==> config.mk <==
export PLATFORM = sky130hd
export DESIGN_NAME = executor_arbiter_flat
export DESIGN_NICKNAME = d
export VERILOG_FILES = /design/src/rtl/executor_arbiter_pkg.sv /design/src/rtl/executor_arbiter_if.sv /design/src/rtl/executor_arbiter_rr.sv /design/src/rtl/executor_arbiter.sv /design/src/flat_wrapper.sv
export SDC_FILE = /design/constraint.sdc
export NUM_CORES = 1
export LEC_CHECK = 0
export CORE_AREA = 4 4 156 158
export CTS_BUF_LIST = sky130_fd_sc_hd__clkbuf_8 sky130_fd_sc_hd__clkbuf_16
export DETAILED_ROUTE_END_ITERATION = 8
export DIE_AREA = 0 0 160 162
export PLACE_DENSITY = 0.73
export SYNTH_ARGS = -nofsm -noshare
export SYNTH_HDL_FRONTEND = slang
export SYNTH_SLANG_ARGS = --single-unit
==> constraint.sdc <==
create_clock -name clk -period 2 [get_ports clk]
set_input_delay 0.4 -clock clk [delete_from_list [all_inputs] [get_ports clk]]
set_output_delay 0.4 -clock clk [all_outputs]
set_load 0.03 [all_outputs]
==> src/rtl/executor_arbiter_pkg.sv <==
// Shared types and helpers for the executor arbiter: FSM state encoding and
// the width of a requester ID.
package executor_arb_pkg;

    typedef enum logic [1:0] {
        IDLE = 2'd0,
        EXEC = 2'd1,
        WAIT = 2'd2,
        RESP = 2'd3
    } state_t;

    // A requester ID needs at least one bit, even for a degenerate count.
    function automatic int id_width(input int n);
        return (n > 1) ? $clog2(n) : 1;
    endfunction

endpackage

==> src/rtl/executor_arbiter_if.sv <==
// Requester-side handshakes plus the shared Executor operand/result wires.
// The arbiter takes the slave view; requesters and the Executor sit on master.
interface executor_arbiter_if #(
    parameter int WIDTH = 32,
    parameter int NREQ  = 4
);
    logic [NREQ-1:0]       req_valid;
    logic [NREQ-1:0]       req_ready;
    logic [NREQ*WIDTH-1:0] req_op1;
    logic [NREQ*WIDTH-1:0] req_op2;
    logic [NREQ-1:0]       rsp_valid;
    logic [NREQ-1:0]       rsp_ready;
    logic [WIDTH-1:0]      rsp_data;
    logic [WIDTH-1:0]      exe_operand1;
    logic [WIDTH-1:0]      exe_operand2;
    logic [WIDTH-1:0]      exe_result;

    modport slave (
        input  req_valid, req_op1, req_op2, rsp_ready, exe_result,
        output req_ready, rsp_valid, rsp_data, exe_operand1, exe_operand2
    );

    modport master (
        output req_valid, req_op1, req_op2, rsp_ready, exe_result,
        input  req_ready, rsp_valid, rsp_data, exe_operand1, exe_operand2
    );

endinterface

==> src/rtl/executor_arbiter_rr.sv <==
// Request arbiter: round-robin when EXECUTOR_ARB_RR_EN is defined, otherwise
// fixed priority with the lowest index winning. Grant outputs are combinational.
module rr_arbiter
    import executor_arb_pkg::*;
#(
    parameter  int NREQ = 4,
    localparam int ID_W = id_width(NREQ)
) (
    input  logic            clk,
    input  logic            reset,
    input  logic [NREQ-1:0] i_req,
    input  logic            i_enable,
    input  logic            i_advance,
    output logic [NREQ-1:0] o_grant,
    output logic [ID_W-1:0] o_grant_idx
);

    logic            w_found;
    logic [ID_W-1:0] w_idx;

`ifdef EXECUTOR_ARB_RR_EN
    logic [ID_W-1:0] r_ptr;
    logic [ID_W-1:0] w_cand;

    function automatic logic [ID_W-1:0] wrap_idx(input int v);
        return ID_W'(v % NREQ);
    endfunction

    // Search starts at the pointer and wraps, so the last winner goes last.
    always_comb begin
        // NOTE: every variable written here gets a default first, so no path
        // leaves it unassigned and no latch is inferred.
        w_found = 1'b0;
        w_idx   = '0;
        w_cand  = '0;
        for (int off = 0; off < NREQ; off++) begin
            w_cand = wrap_idx(int'(r_ptr) + off);
            if (!w_found && i_req[w_cand]) begin
                w_found = 1'b1;
                w_idx   = w_cand;
            end
        end
    end

    always_ff @(posedge clk) begin
        if (reset) begin
            r_ptr <= '0;
        end else if (i_advance) begin
            r_ptr <= wrap_idx(int'(o_grant_idx) + 1);
        end
    end
`else
    logic w_unused_fixed;

    always_comb begin
        w_found = 1'b0;
        w_idx   = '0;
        for (int i = 0; i < NREQ; i++) begin
            if (!w_found && i_req[i]) begin
                w_found = 1'b1;
                w_idx   = ID_W'(i);
            end
        end
    end

    // Fixed priority keeps no state, so the clocking inputs go unused.
    assign w_unused_fixed = clk ^ reset ^ i_advance;
`endif

    assign o_grant     = (i_enable && w_found) ? (NREQ'(1) << w_idx) : '0;
    assign o_grant_idx = w_idx;

endmodule

==> src/rtl/executor_arbiter.sv <==
// Shares one registered-result Executor adder among NREQ requesters, one
// operation at a time. Define EXECUTOR_ARB_RR_EN for round-robin arbitration.
module executor_arbiter
    import executor_arb_pkg::*;
#(
    parameter int WIDTH = 32,
    parameter int NREQ  = 4
) (
    input  logic               clk,
    input  logic               reset,
    executor_arbiter_if.slave  bus
);

    localparam int ID_W = id_width(NREQ);

    state_t           r_state;
    logic [ID_W-1:0]  r_id;
    logic [WIDTH-1:0] r_op1;
    logic [WIDTH-1:0] r_op2;
    logic [WIDTH-1:0] r_rsp_data;
    logic [NREQ-1:0]  r_rsp_valid;

    logic [NREQ-1:0]  w_grant;
    logic [ID_W-1:0]  w_grant_idx;
    logic             w_rsp_accept;
    logic             w_slot;
    logic             w_take;
    logic [WIDTH-1:0] w_sel_op1;
    logic [WIDTH-1:0] w_sel_op2;
    logic [NREQ-1:0]  w_id_onehot;

    // A grant slot opens in IDLE, or in RESP on the very cycle the owner
    // takes its result; stray rsp_ready bits on other ports are ignored.
    assign w_rsp_accept = (r_state == RESP) && bus.rsp_ready[r_id];
    assign w_slot       = (r_state == IDLE) || w_rsp_accept;
    assign w_take       = |w_grant;

    assign w_sel_op1   = bus.req_op1[w_grant_idx*WIDTH +: WIDTH];
    assign w_sel_op2   = bus.req_op2[w_grant_idx*WIDTH +: WIDTH];
    assign w_id_onehot = NREQ'(1) << r_id;

    rr_arbiter #(.NREQ(NREQ)) u_arb (
        .clk         (clk),
        .reset       (reset),
        .i_req       (bus.req_valid),
        .i_enable    (w_slot),
        .i_advance   (w_take),
        .o_grant     (w_grant),
        .o_grant_idx (w_grant_idx)
    );

    always_ff @(posedge clk) begin
        // NOTE: state and output registers use non-blocking assignment so every
        // register samples pre-edge values regardless of statement order.
        if (reset) begin
            r_state     <= IDLE;
            r_id        <= '0;
            r_op1       <= '0;
            r_op2       <= '0;
            r_rsp_data  <= '0;
            r_rsp_valid <= '0;
        end else begin
            case (r_state)
                IDLE: begin
                    if (w_take) begin
                        r_op1   <= w_sel_op1;
                        r_op2   <= w_sel_op2;
                        r_id    <= w_grant_idx;
                        r_state <= EXEC;
                    end
                end
                EXEC: begin
                    r_state <= WAIT;
                end
                WAIT: begin
                    r_rsp_data  <= bus.exe_result;
                    r_rsp_valid <= w_id_onehot;
                    r_state     <= RESP;
                end
                RESP: begin
                    if (w_rsp_accept) begin
                        r_rsp_valid <= '0;
                        if (w_take) begin
                            r_op1   <= w_sel_op1;
                            r_op2   <= w_sel_op2;
                            r_id    <= w_grant_idx;
                            r_state <= EXEC;
                        end else begin
                            r_state <= IDLE;
                        end
                    end
                end
                default: begin
                    r_state <= IDLE;
                end
            endcase
        end
    end

    assign bus.req_ready    = w_grant;
    assign bus.rsp_valid    = r_rsp_valid;
    assign bus.rsp_data     = r_rsp_data;
    assign bus.exe_operand1 = r_op1;
    assign bus.exe_operand2 = r_op2;

endmodule

==> src/flat_wrapper.sv <==
// flat-port wrapper written by rule: the top's interface ports become plain ports
module executor_arbiter_flat import executor_arb_pkg::*;
#(
    parameter int WIDTH = 32,
    parameter int NREQ  = 4
)
  (clk, reset, bus_req_valid, bus_req_op1, bus_req_op2, bus_rsp_ready, bus_exe_result, bus_req_ready, bus_rsp_valid, bus_rsp_data, bus_exe_operand1, bus_exe_operand2);
  executor_arbiter_if #(.WIDTH(WIDTH), .NREQ(NREQ)) bus_i ();
  input  logic clk;
  input  logic reset;
  input wire logic [$bits(bus_i.req_valid)-1:0] bus_req_valid;
  input wire logic [$bits(bus_i.req_op1)-1:0] bus_req_op1;
  input wire logic [$bits(bus_i.req_op2)-1:0] bus_req_op2;
  input wire logic [$bits(bus_i.rsp_ready)-1:0] bus_rsp_ready;
  input wire logic [$bits(bus_i.exe_result)-1:0] bus_exe_result;
  output wire logic [$bits(bus_i.req_ready)-1:0] bus_req_ready;
  output wire logic [$bits(bus_i.rsp_valid)-1:0] bus_rsp_valid;
  output wire logic [$bits(bus_i.rsp_data)-1:0] bus_rsp_data;
  output wire logic [$bits(bus_i.exe_operand1)-1:0] bus_exe_operand1;
  output wire logic [$bits(bus_i.exe_operand2)-1:0] bus_exe_operand2;
  assign bus_i.req_valid = bus_req_valid;
  assign bus_i.req_op1 = bus_req_op1;
  assign bus_i.req_op2 = bus_req_op2;
  assign bus_i.rsp_ready = bus_rsp_ready;
  assign bus_i.exe_result = bus_exe_result;
  assign bus_req_ready = bus_i.req_ready;
  assign bus_rsp_valid = bus_i.rsp_valid;
  assign bus_rsp_data = bus_i.rsp_data;
  assign bus_exe_operand1 = bus_i.exe_operand1;
  assign bus_exe_operand2 = bus_i.exe_operand2;
  executor_arbiter #(.WIDTH(WIDTH), .NREQ(NREQ)) u_core (.clk(clk), .reset(reset), .bus(bus_i));
endmodule
==> impl_metrics.toml <==
[cts]
htree_num_levels = 3
clk_pin_slew_ns = 0.08
clk_latency_ns = 0.36
cts_hold_buf = 0
cts_root_buf = "clkbuf_16"
cts_tree = "built"
cts_buffers = 9
clock_path_buffers = 2
cts_sinks = 104

[setup_path]
critPathKind = "reg2out"
slowest_stage = "dfxtp_4"
cp.arrival_ns = 1.82
critical_path.startpoint = "u_core.r_id[0]"
cp_cell_sequence = "mux2_4 -> a221oi_4 -> buf_6 -> buf_6 -> nor2_2 -> buf_6"
end_kind = "output pin"
reg2reg_from = "u_core.r_id[0]"
crit_family = "buffers and inverters"
r2r_slack_ns = -0.11
max_stage_delay_ns = 0.37
cp_num_buf_inv = 3
path_common_cell = "buf_6"
path_depth = 6
cp-start-kind = "register"
reg2reg_to = "u_core.bus.exe_operand2[2]"
required_ns = 1.60
rr_worst_depth = 9
cp-endpoint = "bus_req_ready[2]"
path_max_fanout = 4

[finish]
nNetsFinal = 1458
design_area_mm2 = 0.0120
drive_gt1_share_pct = 16.9
fin_cells = 1453
area_delta_synth_final_pct = 86.7

[sta]
hold_violations = 0
grt_setup_unrepaired = "true"
layout_setup_ws_ns = -0.223
finalSetupViolations = 65
fmax_mhz = 450
report.final.slew_viol_count = 0
min_period_over_period_pct = 111
worst_pin_slew_ns = 0.568
fin_skew_ns = 0.0115
slew_headroom_pct = 62.1
min_period_ns = 2.22

[floorplanning]
die_w_um = 160
io_pins = 402
start_util_pct = 27.9
die_h_um = 162
num_rows = 56
fp.dieArea_mm2 = 0.0259
core-area_mm2 = 0.0231

[logic_synthesis]
synthesis.area_mm2 = 0.00645
syn_nets = 1049
ys_seq_area_share_pct = 32.3
synth_seq_cells = 104
yosysWarnings = 0
synth_cell_types = 38
syn_area_per_cell_um2 = 8.62
postSynthCellCount = 748

[placement]
dpl_cell_area_mm2 = 0.0114
placedCellCount = 1427
hpwl_mm = 22.4
gp_congestion = 0.847
port-buffer-count = 401

[power]
ir_worst_vdd_mv = 0.537
powerDensity_mw_per_mm2 = 1130
p_leak_nw = 4.26
total_power_w = 0.0136

[global_routing]
grt_pass1_vias = 8085
track_usage_pct = 22.2
grt_pass1_wl_mm = 45.7
antenna_found_initial = 1
overflow = 0
grt_max_degree = 50

[detailed_routing]
vias_per_cell = 5.45
drc = 0
wirelength_mm = 30.8
wire_per_inst_um = 21.2
final_antenna_net_count = 0
dr.pass1.iters = 6
via_count = 7926
drt_iter0_markers = 456

[run]
cap_violations = 0

[outcome]
status = "finished with violations"
failed_checks = "negative setup slack"

[worst_hold_path]
hold_path.class = "in2reg"
hold_path_depth = 2
## area by class of cell
class	count	area, um^2
tap	290	363
sequential	104	2090
multi-input combinational	541	4120
antenna	1	2.50
timing repair buffer	495	5120
clock inverter	7	95.1
fill	2110	11100
inverter	6	22.5
clock buffer	9	225
## flip-flops by register name (all words and copies together), names as in the netlist
signal,count
u_core.bus.exe_operand1,32
u_core.bus.exe_operand2,32
u_core.bus.rsp_data,32
u_core.bus.rsp_valid,4
u_core.r_id,2
u_core.r_state,2
## how the worst min path moves through the flow
stage | startpoint | end
global placement | u_core.bus.rsp_data[3] | u_core.bus.rsp_data[3]
global route | reset | u_core.bus.exe_operand1[10]
finish | reset | u_core.bus.exe_operand1[15]
CTS | reset | u_core.bus.exe_operand1[15]
floorplan | u_core.r_state[0] | u_core.r_state[0]
detailed placement | u_core.bus.rsp_data[16] | u_core.bus.rsp_data[16]
## cell usage after synthesis
library cell	number	area share (%)
buf_1	5	0.29
buf_2	8	0.62
mux2_2	1	0.17
nor2_2	1	0.097
nand2_1	45	2.6
nor3_1	3	0.23
o221ai_1	43	5.8
nor4_1	1	0.097
dfxtp_1	104	32
a311oi_1	3	0.41
a22o_1	21	2.9
a31oi_1	64	6.2
o21ai_1	21	1.6
a221o_1	1	0.16
buf_6	4	0.70
a32oi_1	4	0.54
a222oi_1	1	0.16
ha_1	3	0.58
nor4_2	1	0.19
a311oi_2	40	9.3
a21o_1	1	0.12
a21oi_1	67	5.2
nor4bb_1	43	6.7
mux4_2	1	0.35
a221oi_1	2	0.27
o21ai_0	24	1.9
mux2i_1	33	5.1
mux2_4	1	0.23
and2_1	1	0.097
nand2b_1	43	4.2
nor2b_1	6	0.58
nor2_1	41	2.4
a211oi_1	2	0.23
a2bb2oi_1	1	0.14
clkbuf_1	80	4.7
inv_1	6	0.35
o211ai_1	21	2.4
nand3_1	1	0.078
## power breakdown
group          switching (W)  internal [W]
clock network       0.000973       0.00102
logic                0.00443       0.00396
registers           0.000431       0.00283
total                0.00583       0.00781
## routing by layer
layer  vias up  track usage [%]  share of wire (%)
li1       3745                -                  -
met1      3718             25.8                 39
met2       403             39.4                 50
met3        60             5.38                8.1
met4         0             8.72                3.4
met5         -                0                  0
## per-stage QoR
| step | hold WS (ns) | setup slack (ns) | setup TNS [ns] | util [%] |
|---|---|---|---|---|
| 6_report | 0.421 | -0.223 | -4.62 | 52.1 |
| 5_1_grt | 0.418 | -0.282 | -8.20 | 52.1 |
| 4_1_cts | 0.403 | -0.242 | -0.929 | 51.2 |
| 3_5_place_dp | 0.481 | -0.702 | -31.72 | 49.2 |
| 3_3_place_gp | 0.471 | -0.662 | -27.98 | 49.2 |
| 2_1_floorplan | 0.485 | -0.0382 | -0.0573 | - |
## cell families after synthesis
group / share of synthesized area (%)
AO/OA/AOI/OAI: 37.4
adder cells (fa/ha/maj): 0.582
buffers and inverters: 6.62
flip-flops: 32.3
multiplexers: 5.88
AND/OR/NAND/NOR: 17.2
## what timing repair did
item / in CTS / in global routing
gates resized for setup: 45 / 31
endpoints found under the setup margin: 68 / 67
pin swaps: 9 / 20
cloned: 2 / 2
buffers inserted: 4 / 3
## worst reg2reg max path, stage by stage (launching register included)
cell and delay (ns):
dfxtp_4 0.37, mux2_4 0.33, buf_4 0.14, buf_6 0.11, a222oi_1 0.29, buf_4 0.20
nor2_4 0.04, buf_12 0.17, buf_8 0.14, a311oi_2 0.22
## cells in the final DEF, fill, tap and decap left out, types with 4 or more instances in the layout
master / instances
a21oi_1: 65
a22o_1: 21
a311oi_2: 43
a31oi_1: 64
a32oi_1: 4
buf_12: 23
buf_4: 63
buf_6: 6
buf_8: 5
clkbuf_16: 11
clkdlybuf4s50_1: 388
dfxtp_1: 101
inv_1: 4
mux2i_1: 33
nand2_1: 44
nand2b_1: 42
nor2_1: 40
nor2b_1: 4
nor4bb_1: 43
o211ai_1: 21
o21ai_0: 21
o21ai_1: 16
o21ai_2: 7
o221ai_1: 43
No activity file was read; power rests on OpenSTA's default activity.
